$ cat src/rtl/open_collector_frame_tx.sv
// Byte-framing transmitter for a shared, pulled-up serial line.
// Sends start, 8 data bits LSB first, odd parity and stop. It waits for an idle
// line before each frame and backs off when another driver pulls the line low
// while this block has it released.
module open_collector_frame_tx #(
    parameter int unsigned CLKS_PER_BIT = 16,
    parameter int unsigned IDLE_BITS    = 2
) (
    input  logic       CLK,
    input  logic       RST,
    input  logic [7:0] TX_DATA,
    input  logic       TX_VALID,
    output logic       TX_READY,
    input  logic       LINE_IN,
    output logic       TX_BIT,
    output logic       BUSY,
    output logic       DONE,
    output logic       COLLISION
);

    localparam int unsigned BT_W        = (CLKS_PER_BIT > 1) ? $clog2(CLKS_PER_BIT) : 1;
    localparam int unsigned IDLE_CYCLES = IDLE_BITS * CLKS_PER_BIT;
    localparam int unsigned IC_W        = $clog2(IDLE_CYCLES + 1);

    localparam logic [BT_W-1:0] BT_LAST = BT_W'(CLKS_PER_BIT - 1);
    localparam logic [BT_W-1:0] BT_MID  = BT_W'(CLKS_PER_BIT / 2);
    localparam logic [IC_W-1:0] IC_FULL = IC_W'(IDLE_CYCLES);

    localparam logic [2:0] S_IDLE   = 3'd0;
    localparam logic [2:0] S_WAIT   = 3'd1;
    localparam logic [2:0] S_START  = 3'd2;
    localparam logic [2:0] S_DATA   = 3'd3;
    localparam logic [2:0] S_PARITY = 3'd4;
    localparam logic [2:0] S_STOP   = 3'd5;

    logic [2:0]      state_q, state_nxt;
    logic [BT_W-1:0] bit_tmr_q, bit_tmr_nxt;
    logic [2:0]      bit_cnt_q, bit_cnt_nxt;
    logic [IC_W-1:0] idle_cnt_q, idle_cnt_nxt;
    logic [7:0]      data_q, data_nxt;
    logic            parity_q, parity_nxt;
    logic            tx_bit_q, tx_bit_nxt;
    logic            busy_q, busy_nxt;
    logic            done_q, done_nxt;
    logic            coll_q, coll_nxt;
    logic            sync1_q, line_sync;
    logic            bit_end;
    logic            collide;
    logic [2:0]      next_idx;

    assign TX_READY  = (state_q == S_IDLE);
    assign TX_BIT    = tx_bit_q;
    assign BUSY      = busy_q;
    assign DONE      = done_q;
    assign COLLISION = coll_q;

    // Two-flop synchronizer for the asynchronous line level; idles high.
    always_ff @(posedge CLK or posedge RST) begin
        if (RST) begin
            sync1_q   <= 1'b1;
            line_sync <= 1'b1;
        end else begin
            sync1_q   <= LINE_IN;
            line_sync <= sync1_q;
        end
    end

    // State and registered-output storage.
    always_ff @(posedge CLK or posedge RST) begin
        if (RST) begin
            state_q    <= S_IDLE;
            bit_tmr_q  <= '0;
            bit_cnt_q  <= '0;
            idle_cnt_q <= '0;
            data_q     <= '0;
            parity_q   <= 1'b0;
            tx_bit_q   <= 1'b1;
            busy_q     <= 1'b0;
            done_q     <= 1'b0;
            coll_q     <= 1'b0;
        end else begin
            state_q    <= state_nxt;
            bit_tmr_q  <= bit_tmr_nxt;
            bit_cnt_q  <= bit_cnt_nxt;
            idle_cnt_q <= idle_cnt_nxt;
            data_q     <= data_nxt;
            parity_q   <= parity_nxt;
            tx_bit_q   <= tx_bit_nxt;
            busy_q     <= busy_nxt;
            done_q     <= done_nxt;
            coll_q     <= coll_nxt;
        end
    end

    // Next-state, bit timing, collision back-off and next output values.
    always_comb begin
        state_nxt    = state_q;
        bit_tmr_nxt  = bit_tmr_q;
        bit_cnt_nxt  = bit_cnt_q;
        idle_cnt_nxt = idle_cnt_q;
        data_nxt     = data_q;
        parity_nxt   = parity_q;
        tx_bit_nxt   = tx_bit_q;
        done_nxt     = 1'b0;
        coll_nxt     = 1'b0;
        next_idx     = bit_cnt_q + 3'd1;
        bit_end      = (bit_tmr_q == BT_LAST);
        // Only meaningful while the line is released: someone else holds it low.
        collide      = tx_bit_q && (bit_tmr_q == BT_MID) && !line_sync;

        case (state_q)
            S_IDLE: begin
                tx_bit_nxt = 1'b1;
                if (TX_VALID) begin
                    data_nxt     = TX_DATA;
                    parity_nxt   = ~^TX_DATA;
                    idle_cnt_nxt = '0;
                    state_nxt    = S_WAIT;
                end
            end
            S_WAIT: begin
                tx_bit_nxt  = 1'b1;
                bit_tmr_nxt = '0;
                if (idle_cnt_q == IC_FULL) begin
                    state_nxt    = S_START;
                    tx_bit_nxt   = 1'b0;
                    idle_cnt_nxt = '0;
                end else if (line_sync) begin
                    idle_cnt_nxt = idle_cnt_q + IC_W'(1);
                end else begin
                    idle_cnt_nxt = '0;
                end
            end
            S_START: begin
                if (bit_end) begin
                    state_nxt   = S_DATA;
                    bit_tmr_nxt = '0;
                    bit_cnt_nxt = '0;
                    tx_bit_nxt  = data_q[0];
                end else begin
                    bit_tmr_nxt = bit_tmr_q + BT_W'(1);
                end
            end
            S_DATA, S_PARITY, S_STOP: begin
                if (collide) begin
                    state_nxt    = S_WAIT;
                    tx_bit_nxt   = 1'b1;
                    coll_nxt     = 1'b1;
                    idle_cnt_nxt = '0;
                    bit_tmr_nxt  = '0;
                end else if (bit_end) begin
                    bit_tmr_nxt = '0;
                    if (state_q == S_DATA) begin
                        if (bit_cnt_q == 3'd7) begin
                            state_nxt  = S_PARITY;
                            tx_bit_nxt = parity_q;
                        end else begin
                            bit_cnt_nxt = next_idx;
                            tx_bit_nxt  = data_q[next_idx];
                        end
                    end else if (state_q == S_PARITY) begin
                        state_nxt  = S_STOP;
                        tx_bit_nxt = 1'b1;
                    end else begin
                        state_nxt  = S_IDLE;
                        tx_bit_nxt = 1'b1;
                        done_nxt   = 1'b1;
                    end
                end else begin
                    bit_tmr_nxt = bit_tmr_q + BT_W'(1);
                end
            end
            default: begin
                state_nxt  = S_IDLE;
                tx_bit_nxt = 1'b1;
            end
        endcase

        busy_nxt = (state_nxt != S_IDLE);
    end

endmodule

$ cat config.mk
export PLATFORM = sky130hd
export DESIGN_NAME = open_collector_frame_tx
export DESIGN_NICKNAME = d
export VERILOG_FILES = /design/src/rtl/open_collector_frame_tx.sv
export SDC_FILE = /design/constraint.sdc
export NUM_CORES = 1
export LEC_CHECK = 0
export ABC_AREA = 1
export ABC_CLOCK_PERIOD_IN_PS = 1550
export CAP_MARGIN = 20
export CORE_MARGIN = 1
export CORE_UTILIZATION = 30
export DETAILED_ROUTE_END_ITERATION = 8
export GPL_TIMING_DRIVEN = 0
export SLEW_MARGIN = 40
export SYNTH_ARGS = -nofsm -noshare
export SYNTH_HDL_FRONTEND = slang
export SYNTH_SLANG_ARGS = --single-unit
$ cat constraint.sdc
create_clock -name CLK -period 1.55 [get_ports CLK]
set_input_delay 0.31 -clock CLK [delete_from_list [all_inputs] [get_ports CLK]]
set_output_delay 0.31 -clock CLK [all_outputs]
set_load 0.01 [all_outputs]
# After elaboration in Yosys (flattened, before gate mapping)
# Index checks and enable logic that the tools add are counted.
[word_totals] inputBits=12 word_cells=86 reg_bits=31
[classes] addsub=3 mux=39 reduce_logical=14 magnitude_cmp=1 n_eq_ne=17
[op_table] operator="$mux 3" count=13
[op_table] operator="$mux 6" count=4
[op_table] operator="$pmux 6 s3" count=1
[op_table] operator="$mux 1" count=14
[op_table] operator="$ne 2x2->1 const B" count=7
[op_table] operator="$pmux 3 s4" count=1
[op_table] operator="$pmux 4 s3" count=1
[op_table] operator="$eq 3x3->1 const B" count=3
[op_table] operator="$reduce_bool 3->1" count=3
[op_table] operator="$eq 4x4->1 const B" count=2
[op_table] operator="$mux 4" count=2
[op_table] operator="$reduce_xnor 8->1" count=1
[op_table] operator="$add 6x1->6 const B" count=1
[op_table] operator="$eq 3x2->1 const B" count=2
[op_table] operator="$eq 6x6->1 const B" count=1
[op_table] operator="$pmux 3 s2" count=1
[op_table] operator="$reduce_and 6->1" count=1
[op_table] operator="$add 4x1->4 const B" count=1
[op_table] operator="$lt 3x4->1 const B" count=1
[op_table] operator="$reduce_and 2->1" count=2
[op_table] operator="$add 3x1->3 const B" count=1
[op_table] operator="$bmux 1 s3" count=1
[op_table] operator="$eq 3x1->1 const B" count=1
[op_table] operator="$logic_not 3->1" count=1
[op_table] operator="other kinds (7)" count=8

# Depth between registers and ports, before layout
[logic_depth] word_depth=8 ltp_mapped=11 ltp_nobuf=11

# Worst setup path before layout
# No wires, ideal clock.
[synth_timing] path_kind="flip-flop to flip-flop" startpoint="reg bit_cnt_q[0]" endpoint="reg busy_q, in the netlist BUSY" required_ps=1430 path_stages_with_launch=9 setup_slack_ps=66 t_arrival_ps=1365 synth_period_minus_slack_ps=1484 path_buffers=0 cell_sequence="dfrtp_1 ha_1 ha_1 inv_1 a21oi_2 a21oi_1 nor2_4 nor2_2 nand2_1"
[synth_between] elab_chain_cells=7
[synth_rtl] item="from (decl)" line="38" source="logic [2:0] bit_cnt_q, bit_cnt_nxt;"
[synth_rtl] item="from (signal assigned)" line="84" source="bit_cnt_q <= bit_cnt_nxt;"
[synth_rtl] item="$eq 3x3->1" line="154" source="if (bit_cnt_q == 3'd7) begin"
[synth_rtl] item="$mux 3" line="154"
[synth_rtl] item="$mux 3" line="153" source="if (state_q == S_DATA) begin"
[synth_rtl] item="$mux 3" line="151" source="end else if (bit_end) begin"
[synth_rtl] item="$mux 3" line="145" source="if (collide) begin"
[synth_rtl] item="$pmux 3 s4" line="111" source="case (state_q)"
[synth_rtl] item="via state_nxt[2]" line="36" source="logic [2:0] state_q, state_nxt;"
[synth_rtl] item="$reduce_bool 3->1" line="179" source="busy_nxt = (state_nxt != S_IDLE);"
[synth_rtl] item="via busy_nxt" line="43" source="logic busy_q, busy_nxt;"
[synth_rtl] item="to (signal assigned)" line="89" source="busy_q <= busy_nxt;"
[synth_rtl] item="to (decl)" line="43"
# The timed path passes the listed nets, and every way through them passes these cells.
# A chain may end at the register's enable or synchronous reset.

# Final worst setup path
[layout_timing] startpoint="reg bit_tmr_q[0]" endpoint="reg busy_q, in the netlist BUSY"
[layout_between] elab_chain_cells=6 word_cells_on_any_way=9 cone_classes="2 x eq/ne; 4 x mux; 3 x reduce/logical"
[layout_rtl] item="from (decl)" line="37" source="logic [BT_W-1:0] bit_tmr_q, bit_tmr_nxt;"
[layout_rtl] item="from (signal assigned)" line="83" source="bit_tmr_q <= bit_tmr_nxt;"
[layout_rtl] item="$eq 4x4->1" line="109" source="collide = tx_bit_q && (bit_tmr_q == BT_MID) && !line_sync;"
[layout_rtl] item="$logic_and 1x1->1 (2 in series)" line="109"
[layout_rtl] item="$mux 3" line="145"
[layout_rtl] item="$pmux 3 s4 (*)" line="111"
[layout_rtl] item="via state_nxt[1]" line="36"
[layout_rtl] item="$reduce_bool 3->1 (*)" line="179"
[layout_rtl] item="via busy_nxt" line="43"
# The timed path passes the listed nets; every way through them passes the cells marked *.

==> results.txt <==
status = completed
Final Cycle Share = 98.1%
share of cells above drive strength 1 = 29.0%
startpoint types = register
most common cell after layout, fill and taps aside = nand2_1
post-DP HPWL = 2.71 mm
CP Max Fanout = 4
Synth Register Bits = 31
Die H = 79.7 um
Lkg Pwr = 1.08 nW
WHS Path Cells = 0
global-route wire length before repair = 6.56 mm
number of remaining DRC errors = 0
H-tree depth = 2
vias in the first global route = 1,471
top cells by area, synth = dfrtp_1 39%, nand2_1 10%, inv_1 7.5%, nand3_1 5.5%, dfstp_2 4.4%
Logic pwr share = 6.3%
Setup violations, final = 0
gpl congestion = 0.796
CP arrival = 1.70 ns
switching part of the total power = 21.3%
Hold Path Class = register to register
routed length per instance = 12.0 um
Fillers = 577
port bufs = 16
Die W = 79.7 um
largest net degree at the start of global routing = 32
Syn Std Cell Area = 1810 um2
Via Count = 1,542
Crit path required time = 1.73 ns
kind of end point of the critical path = register
row count = 27
antenna violations before repair = 0
Clock Skews = 0.00985 ns
total CTS buffers = 5
cell taking the most area after synthesis = dfrtp_1
post-synth top area share = 38.7%
clock-pin slew on the worst setup and hold paths = 0.07 ns
DP Cell Count = 310
GRT Residual Overflow = 0
Hold Crit Start = sync1_q
Cell variety after synth = 33
CP Cell Sequence = ha_2 > nand2_2 > nor2_4 > inv_4 > a21oi_4 > or2_1 > nand3_2 > nor2_2 > nand2_1
max_cap viols = 0
post-route insts no fill = 331
Tmin final = 1.52 ns
post-synthesis sequential area ratio = 43.1%
Slew @ Worst Pin = 0.655 ns
Slew HR = 56.3%
CTS tree = done
Clock Tree Root = clkbuf_8
Total GRT Usage = 13.4%
f_max = 0.658 GHz
register share of total power = 46.7%
Clk pwr share = 47.0%
Power Density = 762 nW/um2
drt via density = 4.66
num ports = 17
R2R Path Start = bit_tmr_q[0]
Net Count, Synth = 240
final number of max-transition violations = 0
most frequent cells in the layout = 45 x nand2_1, 29 x inv_1, 25 x dfrtp_1
worst vdd ir = 0.345 mV
RR Endpoint = BUSY
hold_buf cts = 0
Longest Clk Path Bufs = 2
Endpoint, Worst Hold = line_sync
r2r worst-path depth = 9
RSZ-0062 raised after global routing = yes
slowest CP cell = dfrtp_1
setup TNS = 0 ns
Sw Pwr = 0.378 mW
Buf+Inv Stages, Crit Path = 1
Final Hold Fails = 0
Starting Density = 31.9%
Largest stage delay, worst path = 0.41 ns
antenna cell count = 0
core area = 5680 um2
clk sinks = 31
CP top delay family = simple AND/OR/NAND/NOR gates
post-synthesis average cell area = 8.16 um2
NumNets Final = 276
Detail Route Antenna Nets = 0
r2r setup slk = 0.03 ns
Synthesis Warnings = 0
final WL = 3.97 mm
clock latency on the worst-skew pair = 0.29 ns
first drt pass iteration count = 4
Pint = 1.40 mW
area added between synthesis and finish = 28.9%
Gate Count Post-Synth = 222
Die ar. = 6350 um2
1st-iter DRT viols = 128
crit path kind = register to register
-- per-layer routing --
layer  vias up  global-route usage (%)  share of wire (%)
met2        32                    21.5                 48
met3         4                    4.23                3.9
li1        783                       -                  -
met1       723                    17.3                 47
met4         0                    3.82               0.63
met5         -                       0                  0
-- area by class of cell --
class | count | area [um2] | share of cell area [%]
inverters | 43 | 174 | 7.45
plain buffers | 1 | 11.3 | 0.483
multi-input cells | 147 | 906 | 38.8
clock buffers | 6 | 82.6 | 3.54
flip-flops and latches | 31 | 783 | 33.6
repair buffers | 29 | 251 | 10.8
clock inverters | 2 | 35.0 | 1.50
well taps | 72 | 90.1 | 3.86
-- timing repair --
item,CTS,global route
setup endpoints to repair,7,13
setup buffers,6,7
gates resized for setup,9,22
pin swaps,2,11
-- through the flow --
stage | hold WS [ns] | total power, mW | cell area, um2 | setup slack, ns | util [%]
final | 0.352 | 1.78 | 2330 | 0.0292 | 41.1
after global routing | 0.359 | 1.85 | 2330 | -0.0731 | 41.1
after CTS | 0.356 | 1.79 | 2230 | 0.0103 | 39.4
after detailed placement | 0.347 | 0.948 | 2060 | -0.139 | 36.3
after global placement | 0.346 | 0.946 | 2060 | -0.201 | 36.3
after floorplan | 0.314 | 0.902 | 1810 | 0.0658 | -
-- power by group through the flow --
stage	Combinational, mW	Clock, mW	Sequential [mW]
after floorplan	0.0594	0	0.842
after global placement	0.101	0	0.845
after detailed placement	0.103	0	0.845
after CTS	0.104	0.861	0.829
after global routing	0.125	0.893	0.831
final	0.112	0.835	0.830
-- worst max path at each step --
stage                        from            to  slack (ns)  cells past startpoint
floorplan            bit_cnt_q[0]          BUSY        0.07                      8
global placement              RST  bit_tmr_q[1]       -0.20                      2
detailed placement  idle_cnt_q[0]          BUSY       -0.14                      9
CTS                  bit_tmr_q[0]          BUSY        0.01                     10
global route         bit_tmr_q[0]          BUSY       -0.07                      9
finish               bit_tmr_q[0]          BUSY        0.03                      9
-- flip-flops by register name, summed over array words and instances (netlist names) --
register and cells:
bit_tmr_q 4, state_q 3, sync1_q 1, parity_q 1, idle_cnt_q 6, COLLISION 1
DONE 1, bit_cnt_q 3, TX_BIT 1, data_q 8, line_sync 1, BUSY 1
-- cells in the mapped netlist --
cell	count
nand2_4	4
nor3b_1	1
o31ai_1	1
nand2_1	49
nor2_2	4
nand3_2	1
or2_2	1
nor2_1	9
o21ai_1	9
nand3_1	20
nand2_2	2
xor2_1	3
nand4_1	10
clkinv_2	1
inv_1	36
inv_2	5
inv_4	1
a211oi_4	1
or2_1	1
nor3_1	1
o22ai_1	2
a21oi_4	1
o21ai_2	2
a21oi_1	3
o21ai_0	6
buf_6	1
xnor2_1	5
dfrtp_1	28
nor2_4	2
a21oi_2	2
ha_1	6
o21a_1	1
dfstp_2	3
-- logic make-up (layout without fill, tap and decap cells) --
| kind of cell | count (synthesis) | after routing | synth area share (%) |
|---|---|---|---|
| XOR/XNOR | 8 | 8 | 3.87 |
| flip-flops | 31 | 31 | 43.1 |
| AO/OA/AOI/OAI | 28 | 28 | 10.4 |
| buffers and inverters | 44 | 81 | 9.74 |
| AND/OR/NAND/NOR | 105 | 105 | 28.7 |
| adder cells (fa/ha/maj) | 6 | 6 | 4.15 |
Power figures use the tool's default switching activity.
